<file path="config.mk">
export PLATFORM = sky130hd
export DESIGN_NAME = mem_access_unit
export DESIGN_NICKNAME = d
export VERILOG_FILES = /design/src/rtl/mau_pkg.sv /design/src/rtl/mau_lane_align.sv /design/src/rtl/mem_access_unit.sv
export SDC_FILE = /design/constraint.sdc
export NUM_CORES = 1
export LEC_CHECK = 0
export BUFFER_PORTS_ARGS = -buffer_cell sky130_fd_sc_hd__buf_2
export CAP_MARGIN = 20
export CORE_ASPECT_RATIO = 1.4
export CORE_MARGIN = 5
export CORE_UTILIZATION = 39
export DETAILED_ROUTE_END_ITERATION = 8
export GPL_TIMING_DRIVEN = 0
export PLACE_DENSITY = 0.65
export RECOVER_POWER = 100
export SLEW_MARGIN = 20
export SYNTH_ARGS = -nofsm -noshare
export SYNTH_HDL_FRONTEND = slang
export SYNTH_SLANG_ARGS = --single-unit
</file>
<file path="constraint.sdc">
create_clock -name clk -period 2.5 [get_ports clk]
set_input_delay 0.25 -clock clk [delete_from_list [all_inputs] [get_ports clk]]
set_output_delay 0.25 -clock clk [all_outputs]
set_load 0.01 [all_outputs]
</file>
<file path="src/rtl/mau_pkg.sv">
// Shared encodings for the memory access unit: funct3 values, FSM states,
// error codes and the op-legality helpers used when an op is accepted.
package mau_pkg;

  localparam logic [2:0] F3Byte  = 3'b000;
  localparam logic [2:0] F3Half  = 3'b001;
  localparam logic [2:0] F3Word  = 3'b010;
  localparam logic [2:0] F3ByteU = 3'b100;
  localparam logic [2:0] F3HalfU = 3'b101;

  localparam logic [1:0] ErrMisaligned = 2'b01;
  localparam logic [1:0] ErrIllegal    = 2'b10;
  localparam logic [1:0] ErrTimeout    = 2'b11;

  typedef enum logic [1:0] {
    StIdle = 2'b00,
    StBus  = 2'b01,
    StWb   = 2'b10
  } mau_state_e;

  // Unsigned widths only make sense for loads.
  function automatic logic f3_illegal(input logic [2:0] f3, input logic store);
    logic ill;
    case (f3)
      F3Byte, F3Half, F3Word: ill = 1'b0;
      F3ByteU, F3HalfU:       ill = store;
      default:                ill = 1'b1;
    endcase
    return ill;
  endfunction

  function automatic logic f3_misaligned(input logic [2:0] f3, input logic [1:0] addr_lo);
    logic mis;
    case (f3[1:0])
      2'b01:   mis = addr_lo[0];
      2'b10:   mis = (addr_lo != 2'b00);
      default: mis = 1'b0;
    endcase
    return mis;
  endfunction

endpackage

</file>
<file path="src/rtl/mau_lane_align.sv">
// Combinational byte-lane logic: store lane enables and data replication,
// plus load lane extraction with sign or zero extension.
module mau_lane_align
  import mau_pkg::*;
(
  input  logic [2:0]  funct3_i,
  input  logic [1:0]  addr_lo_i,
  input  logic [31:0] wdata_i,
  input  logic [31:0] rdata_i,
  output logic [3:0]  be_o,
  output logic [31:0] wdata_o,
  output logic [31:0] load_data_o
);

  logic [7:0]  byte_sel;
  logic [15:0] half_sel;

  always_comb begin
    be_o        = 4'b0000;
    wdata_o     = wdata_i;
    load_data_o = rdata_i;
    byte_sel    = rdata_i[{addr_lo_i, 3'b000} +: 8];
    half_sel    = addr_lo_i[1] ? rdata_i[31:16] : rdata_i[15:0];

    case (funct3_i[1:0])
      2'b00: begin
        be_o    = 4'b0001 << addr_lo_i;
        wdata_o = {4{wdata_i[7:0]}};
      end
      2'b01: begin
        be_o    = 4'b0011 << {addr_lo_i[1], 1'b0};
        wdata_o = {2{wdata_i[15:0]}};
      end
      default: be_o = 4'b1111;
    endcase

    case (funct3_i)
      F3Byte:  load_data_o = {{24{byte_sel[7]}}, byte_sel};
      F3Half:  load_data_o = {{16{half_sel[15]}}, half_sel};
      F3ByteU: load_data_o = {24'h000000, byte_sel};
      F3HalfU: load_data_o = {16'h0000, half_sel};
      default: load_data_o = rdata_i;
    endcase
  end

endmodule

</file>
<file path="src/rtl/mem_access_unit.sv">
// Load/store stage: accepts one RV32I memory op, runs a req/ack bus transfer
// with timeout, and writes aligned load data to the register file's second port.
module mem_access_unit
  import mau_pkg::*;
#(
  parameter int unsigned TIMEOUT_CYCLES = 255
) (
  input  logic        clk,
  input  logic        reset,
  input  logic        req_valid,
  output logic        req_ready,
  input  logic        req_store,
  input  logic [2:0]  req_funct3,
  input  logic [31:0] req_addr,
  input  logic [31:0] req_wdata,
  input  logic [4:0]  req_rd,
  output logic        mem_req,
  output logic        mem_we,
  output logic [3:0]  mem_be,
  output logic [31:0] mem_addr,
  output logic [31:0] mem_wdata,
  input  logic        mem_ack,
  input  logic [31:0] mem_rdata,
  output logic [4:0]  rdmau,
  output logic        rdmau_en,
  output logic [31:0] data_mau_in,
  output logic        pend_valid,
  output logic [4:0]  pend_rd,
  output logic        err_valid,
  output logic [1:0]  err_code,
  output logic [31:0] err_addr
);

  localparam int unsigned CntW = (TIMEOUT_CYCLES > 1) ? $clog2(TIMEOUT_CYCLES) : 1;
  localparam logic [CntW-1:0] CntLast = CntW'(TIMEOUT_CYCLES - 1);
  localparam bit TimeoutEn = (TIMEOUT_CYCLES != 0);

  mau_state_e state_q, state_d;
  logic            store_q, store_d;
  logic [2:0]      f3_q, f3_d;
  logic [31:0]     addr_q, addr_d;
  logic [31:0]     wdata_q, wdata_d;
  logic [4:0]      rd_q, rd_d;
  logic [CntW-1:0] cnt_q, cnt_d;
  logic [4:0]      rdmau_q, rdmau_d;
  logic            rdmau_en_q, rdmau_en_d;
  logic [31:0]     data_q, data_d;
  logic            err_valid_q, err_valid_d;
  logic [1:0]      err_code_q, err_code_d;
  logic [31:0]     err_addr_q, err_addr_d;

  logic [3:0]  be_al;
  logic [31:0] wdata_al;
  logic [31:0] load_al;
  logic        in_bus;

  mau_lane_align u_lane_align (
    .funct3_i    (f3_q),
    .addr_lo_i   (addr_q[1:0]),
    .wdata_i     (wdata_q),
    .rdata_i     (mem_rdata),
    .be_o        (be_al),
    .wdata_o     (wdata_al),
    .load_data_o (load_al)
  );

  always_comb begin
    state_d     = state_q;
    store_d     = store_q;
    f3_d        = f3_q;
    addr_d      = addr_q;
    wdata_d     = wdata_q;
    rd_d        = rd_q;
    cnt_d       = cnt_q;
    rdmau_d     = rdmau_q;
    rdmau_en_d  = 1'b0;
    data_d      = data_q;
    err_valid_d = 1'b0;
    err_code_d  = err_code_q;
    err_addr_d  = err_addr_q;

    unique case (state_q)
      StIdle: begin
        if (req_valid) begin
          store_d = req_store;
          f3_d    = req_funct3;
          addr_d  = req_addr;
          wdata_d = req_wdata;
          rd_d    = req_rd;
          cnt_d   = '0;
          if (f3_illegal(req_funct3, req_store)) begin
            err_valid_d = 1'b1;
            err_code_d  = ErrIllegal;
            err_addr_d  = req_addr;
          end else if (f3_misaligned(req_funct3, req_addr[1:0])) begin
            err_valid_d = 1'b1;
            err_code_d  = ErrMisaligned;
            err_addr_d  = req_addr;
          end else begin
            state_d = StBus;
          end
        end
      end
      StBus: begin
        // An ack in the expiring cycle still completes the transfer.
        if (mem_ack) begin
          if (store_q) begin
            state_d = StIdle;
          end else begin
            state_d = StWb;
            if (rd_q != 5'd0) begin
              rdmau_en_d = 1'b1;
              rdmau_d    = rd_q;
              data_d     = load_al;
            end
          end
        end else if (TimeoutEn && (cnt_q == CntLast)) begin
          state_d     = StIdle;
          err_valid_d = 1'b1;
          err_code_d  = ErrTimeout;
          err_addr_d  = addr_q;
        end else begin
          cnt_d = cnt_q + 1'b1;
        end
      end
      StWb:    state_d = StIdle;
      default: state_d = StIdle;
    endcase
  end

  always_ff @(posedge clk) begin
    if (reset) begin
      state_q     <= StIdle;
      store_q     <= 1'b0;
      f3_q        <= 3'b000;
      addr_q      <= 32'h0;
      wdata_q     <= 32'h0;
      rd_q        <= 5'd0;
      cnt_q       <= '0;
      rdmau_q     <= 5'd0;
      rdmau_en_q  <= 1'b0;
      data_q      <= 32'h0;
      err_valid_q <= 1'b0;
      err_code_q  <= 2'b00;
      err_addr_q  <= 32'h0;
    end else begin
      state_q     <= state_d;
      store_q     <= store_d;
      f3_q        <= f3_d;
      addr_q      <= addr_d;
      wdata_q     <= wdata_d;
      rd_q        <= rd_d;
      cnt_q       <= cnt_d;
      rdmau_q     <= rdmau_d;
      rdmau_en_q  <= rdmau_en_d;
      data_q      <= data_d;
      err_valid_q <= err_valid_d;
      err_code_q  <= err_code_d;
      err_addr_q  <= err_addr_d;
    end
  end

  // Bus outputs are forced to zero outside the transfer so idle/reset reads clean.
  assign in_bus      = (state_q == StBus);
  assign req_ready   = (state_q == StIdle) && !reset;
  assign mem_req     = in_bus;
  assign mem_we      = in_bus && store_q;
  assign mem_be      = in_bus ? be_al : 4'b0000;
  assign mem_addr    = in_bus ? {addr_q[31:2], 2'b00} : 32'h0;
  assign mem_wdata   = in_bus ? wdata_al : 32'h0;
  assign rdmau       = rdmau_q;
  assign rdmau_en    = rdmau_en_q;
  assign data_mau_in = data_q;
  assign pend_valid  = (in_bus || (state_q == StWb)) && !store_q && (rd_q != 5'd0);
  assign pend_rd     = pend_valid ? rd_q : 5'd0;
  assign err_valid   = err_valid_q;
  assign err_code    = err_code_q;
  assign err_addr    = err_addr_q;

endmodule

</file>
==> flow_metrics.env <==
export IMPL_status="completed"
export IMPL_path_delay_family="buffers and inverters"
export IMPL_syn_cell_area_sq_mm=0.007221
export IMPL_cp_required_ps=2250
export IMPL_drc=0
export IMPL_worstSetupPathType="flop to output pin"
export IMPL_busiest_layer="met2"
export IMPL_core_area_sq_mm=0.01838
export IMPL_leakage_nw=3.630
export IMPL_drv_slew=0
export IMPL_endpoint_kind="output pin"
export IMPL_crit_arrival_ps=2160
export IMPL_place_congestion=0.8883
export IMPL_rsz0062_at_grt="false"
export IMPL_crit_start="state_q[1]"
export IMPL_skew_ps=8.740
export IMPL_dp_hpwl_microns=20040
export IMPL_hold_viol_final=0
export IMPL_clockRootBuffer="clkbuf_16"
export IMPL_dr_pass1_iters=5
export IMPL_drt_total_wl_microns=25970
export IMPL_grt_pass1_wl_microns=40570
export IMPL_synthCells=941
export IMPL_cts_sinks=156
export IMPL_start_util_pct=39.28
export IMPL_ys_ff_latch=156
export IMPL_synth_top_area_share_pct=43.25
export IMPL_htreeDepth=4
export IMPL_peakVddDrop_v=0.0004010
export IMPL_min_path_type="primary input to flop"
export IMPL_worst_slew_pin_slew_ps=758.9
export IMPL_yosysSeqAreaShare_pct=43.25
export IMPL_grt_util_met1_pct=27.24
export IMPL_post_route_util_pct=50.46
export IMPL_drtIter0Drc=392
export IMPL_post_cts_setup_buffer_count=0
export IMPL_fin_area_sq_mm=0.009275
export IMPL_fin_nets=1331
export IMPL_final_antenna_net_count=0
export IMPL_worstPathBufferInverterCount=5
export IMPL_vias=7627
export IMPL_grt_overflow=0
export IMPL_cts_max_path_buffers=2
export IMPL_crit_fanout=10
export IMPL_crit_chain="inv_1, ha_2, clkbuf_4, clkbuf_4, clkbuf_4, and2_0, buf_2"
export IMPL_io_buffers=255
export IMPL_post_route_worst_setup_slack_ps=92.67
export IMPL_grt_util_all_layers_pct=23.63
export IMPL_post_drt_wl_per_cell_microns=17.63
export IMPL_first_global_vias=7405
export IMPL_placed_area_sq_mm=0.008806
export IMPL_path_clk_slew_ps=70
export IMPL_clk_latency_ps=420
export IMPL_synthToLayoutAreaGrowth_pct=28.45
export IMPL_relSlewSlack_pct=49.41
export IMPL_grt_max_degree=17
export IMPL_num_fill_cells=1943
export IMPL_async_flop_share_pct=0
export IMPL_cts_hold_buf=0
export IMPL_grt_antenna_before_repair=1
export IMPL_synth_cell_types=50
export IMPL_avgViaCountPerCell=5.178
export IMPL_crit_top_cell="clkbuf_4"
export IMPL_finalCritPeriodShare_pct=96.29
export IMPL_synth_top_area_cell="dfxtp_1"
export IMPL_start_kind="flop"
export IMPL_finalPower_mw=6.529
export IMPL_top_level_ports=259
export IMPL_netlist_top_cells_area="dfxtp_1 43%, a21oi_1 12%, nand2_1 11%"
export IMPL_synth_edf_count=0
export IMPL_maxCapViolCount=0
export IMPL_p_per_area_mw_per_mm2=703.9
export IMPL_finalCriticalPeriod_ps=2407
export IMPL_yosys_warnings=0
export IMPL_syn_area_per_cell_sq_um=7.673
export IMPL_rr_startpoint="state_q[1]"
export IMPL_drive_above_1_share_pct=18.49
export IMPL_pre_cts_slack_ps=-219.6
export IMPL_die_h_microns=171.0
export IMPL_finalSetupViolCount=0
export IMPL_cts_tree="yes"
export IMPL_grtUsageMet3_pct=5.559
export IMPL_cts_made_buffers=17
export IMPL_slowest_delay_ps=320
export IMPL_dieArea_sq_mm=0.02137
export IMPL_hold_start="req_wdata[25]"
export IMPL_fp_dieW_microns=125
export IMPL_hold_ws_ps=58.35
export IMPL_max_freq_ghz=0.4154
export IMPL_rows=59
export IMPL_grt_util_met2_pct=43.46
export IMPL_ctsResizeCount=12
export IMPL_ys_flop_type="dfxtp_1"
export IMPL_cp_slowest_cell="dfxtp_1"
worst register-to-register path, cell delays in order, from the launching register on:
cell      delay [ps]
dfxtp_1          320
inv_1             90
ha_2             260
nand2_1          110
or2_2            330
nor2_4           210
clkbuf_1         500
o221ai_1         300
a21oi_1          170
routing by layer:
metal	share of wire [%]	wire length, microns
met1	40	10330
met2	52	13390
met3	6.5	1686
met4	2.1	552
met5	0.050	13
flip-flops by register name, indices dropped and copies added (netlist names):
name,flops
data_mau_in,32
rdmau,5
rdmau_en,1
cnt_q,8
rd_q,5
addr_q,32
err_addr,32
state_q,2
err_code,2
wdata_q,32
err_valid,1
store_q,1
f3_q,3
cell usage after synthesis (all sizes together) (4+ instances only):
library cell    n
nand2         204
a21oi         170
dfxtp         156
nor2           86
clkbuf         58
a211oi         49
and2           47
o21ai          23
buf            20
mux2i          18
inv            17
a31oi          10
a221oi          9
mux2            8
nor3            8
ha              7
o221ai          7
xnor2           6
nand2b          4
nor4            4
cell usage in the layout, fill, tap and decap left out, types with 9 or more instances in the layout:
cell         n
dfxtp_1    156
a211oi_1    48
clkbuf_2    11
and2_0      35
inv_1       17
buf_2      152
mux2i_1     18
and2_1      12
a31oi_1      9
clkbuf_1   155
nand2_1    204
nor2_1      85
a21oi_1    169
clkbuf_16   17
a221oi_1     9
o21ai_0     20
kinds of logic after synthesis:
family | Yosys count | share of synthesized area, %
compound gates | 283 | 23.57
xor+xnor | 6 | 0.7278
fa+ha+maj | 7 | 1.213
buf+inv | 96 | 5.770
flops | 156 | 43.25
mux | 26 | 3.743
other cells | 1 | 0.05193
simple gates | 366 | 21.68
final timing paths:
check	to	slack, ps	cells past startpoint
hold reg to reg	addr_q[24]	450	2
hold / removal	wdata_q[25]	60	3
setup reg to reg	data_mau_in[0]	130	8
setup / recovery	mem_wdata[5]	90	7
cell type report:
type / count / area, sq um / area share [%]
Clock inverter: 13 / 152.6 / 1.646
Clock buffer: 19 / 442.9 / 4.775
Buffer: 77 / 359.1 / 3.872
Inverter: 18 / 67.56 / 0.7284
Multi-Input combinational cell: 690 / 3675 / 39.62
Tap cell: 244 / 305.3 / 3.292
Antenna cell: 1 / 2.502 / 0.02698
Sequential cell: 156 / 3123 / 33.67
Timing Repair Buffer: 255 / 1147 / 12.37
where the power goes:
part | switching, mW | internal (mW)
logic | 0.716 | 0.399
clock network | 1.12 | 1.53
registers | 0.110 | 2.66
total | 1.94 | 4.59
through the flow:
stage          TNS (ps)  instances
5_1_grt               0       1472
3_3_place_gp      -2189       1441
2_1_floorplan         0        942
3_5_place_dp      -1916       1441
6_report              0       1473
4_1_cts               0       1473
No activity file was read; power rests on OpenSTA's default activity.
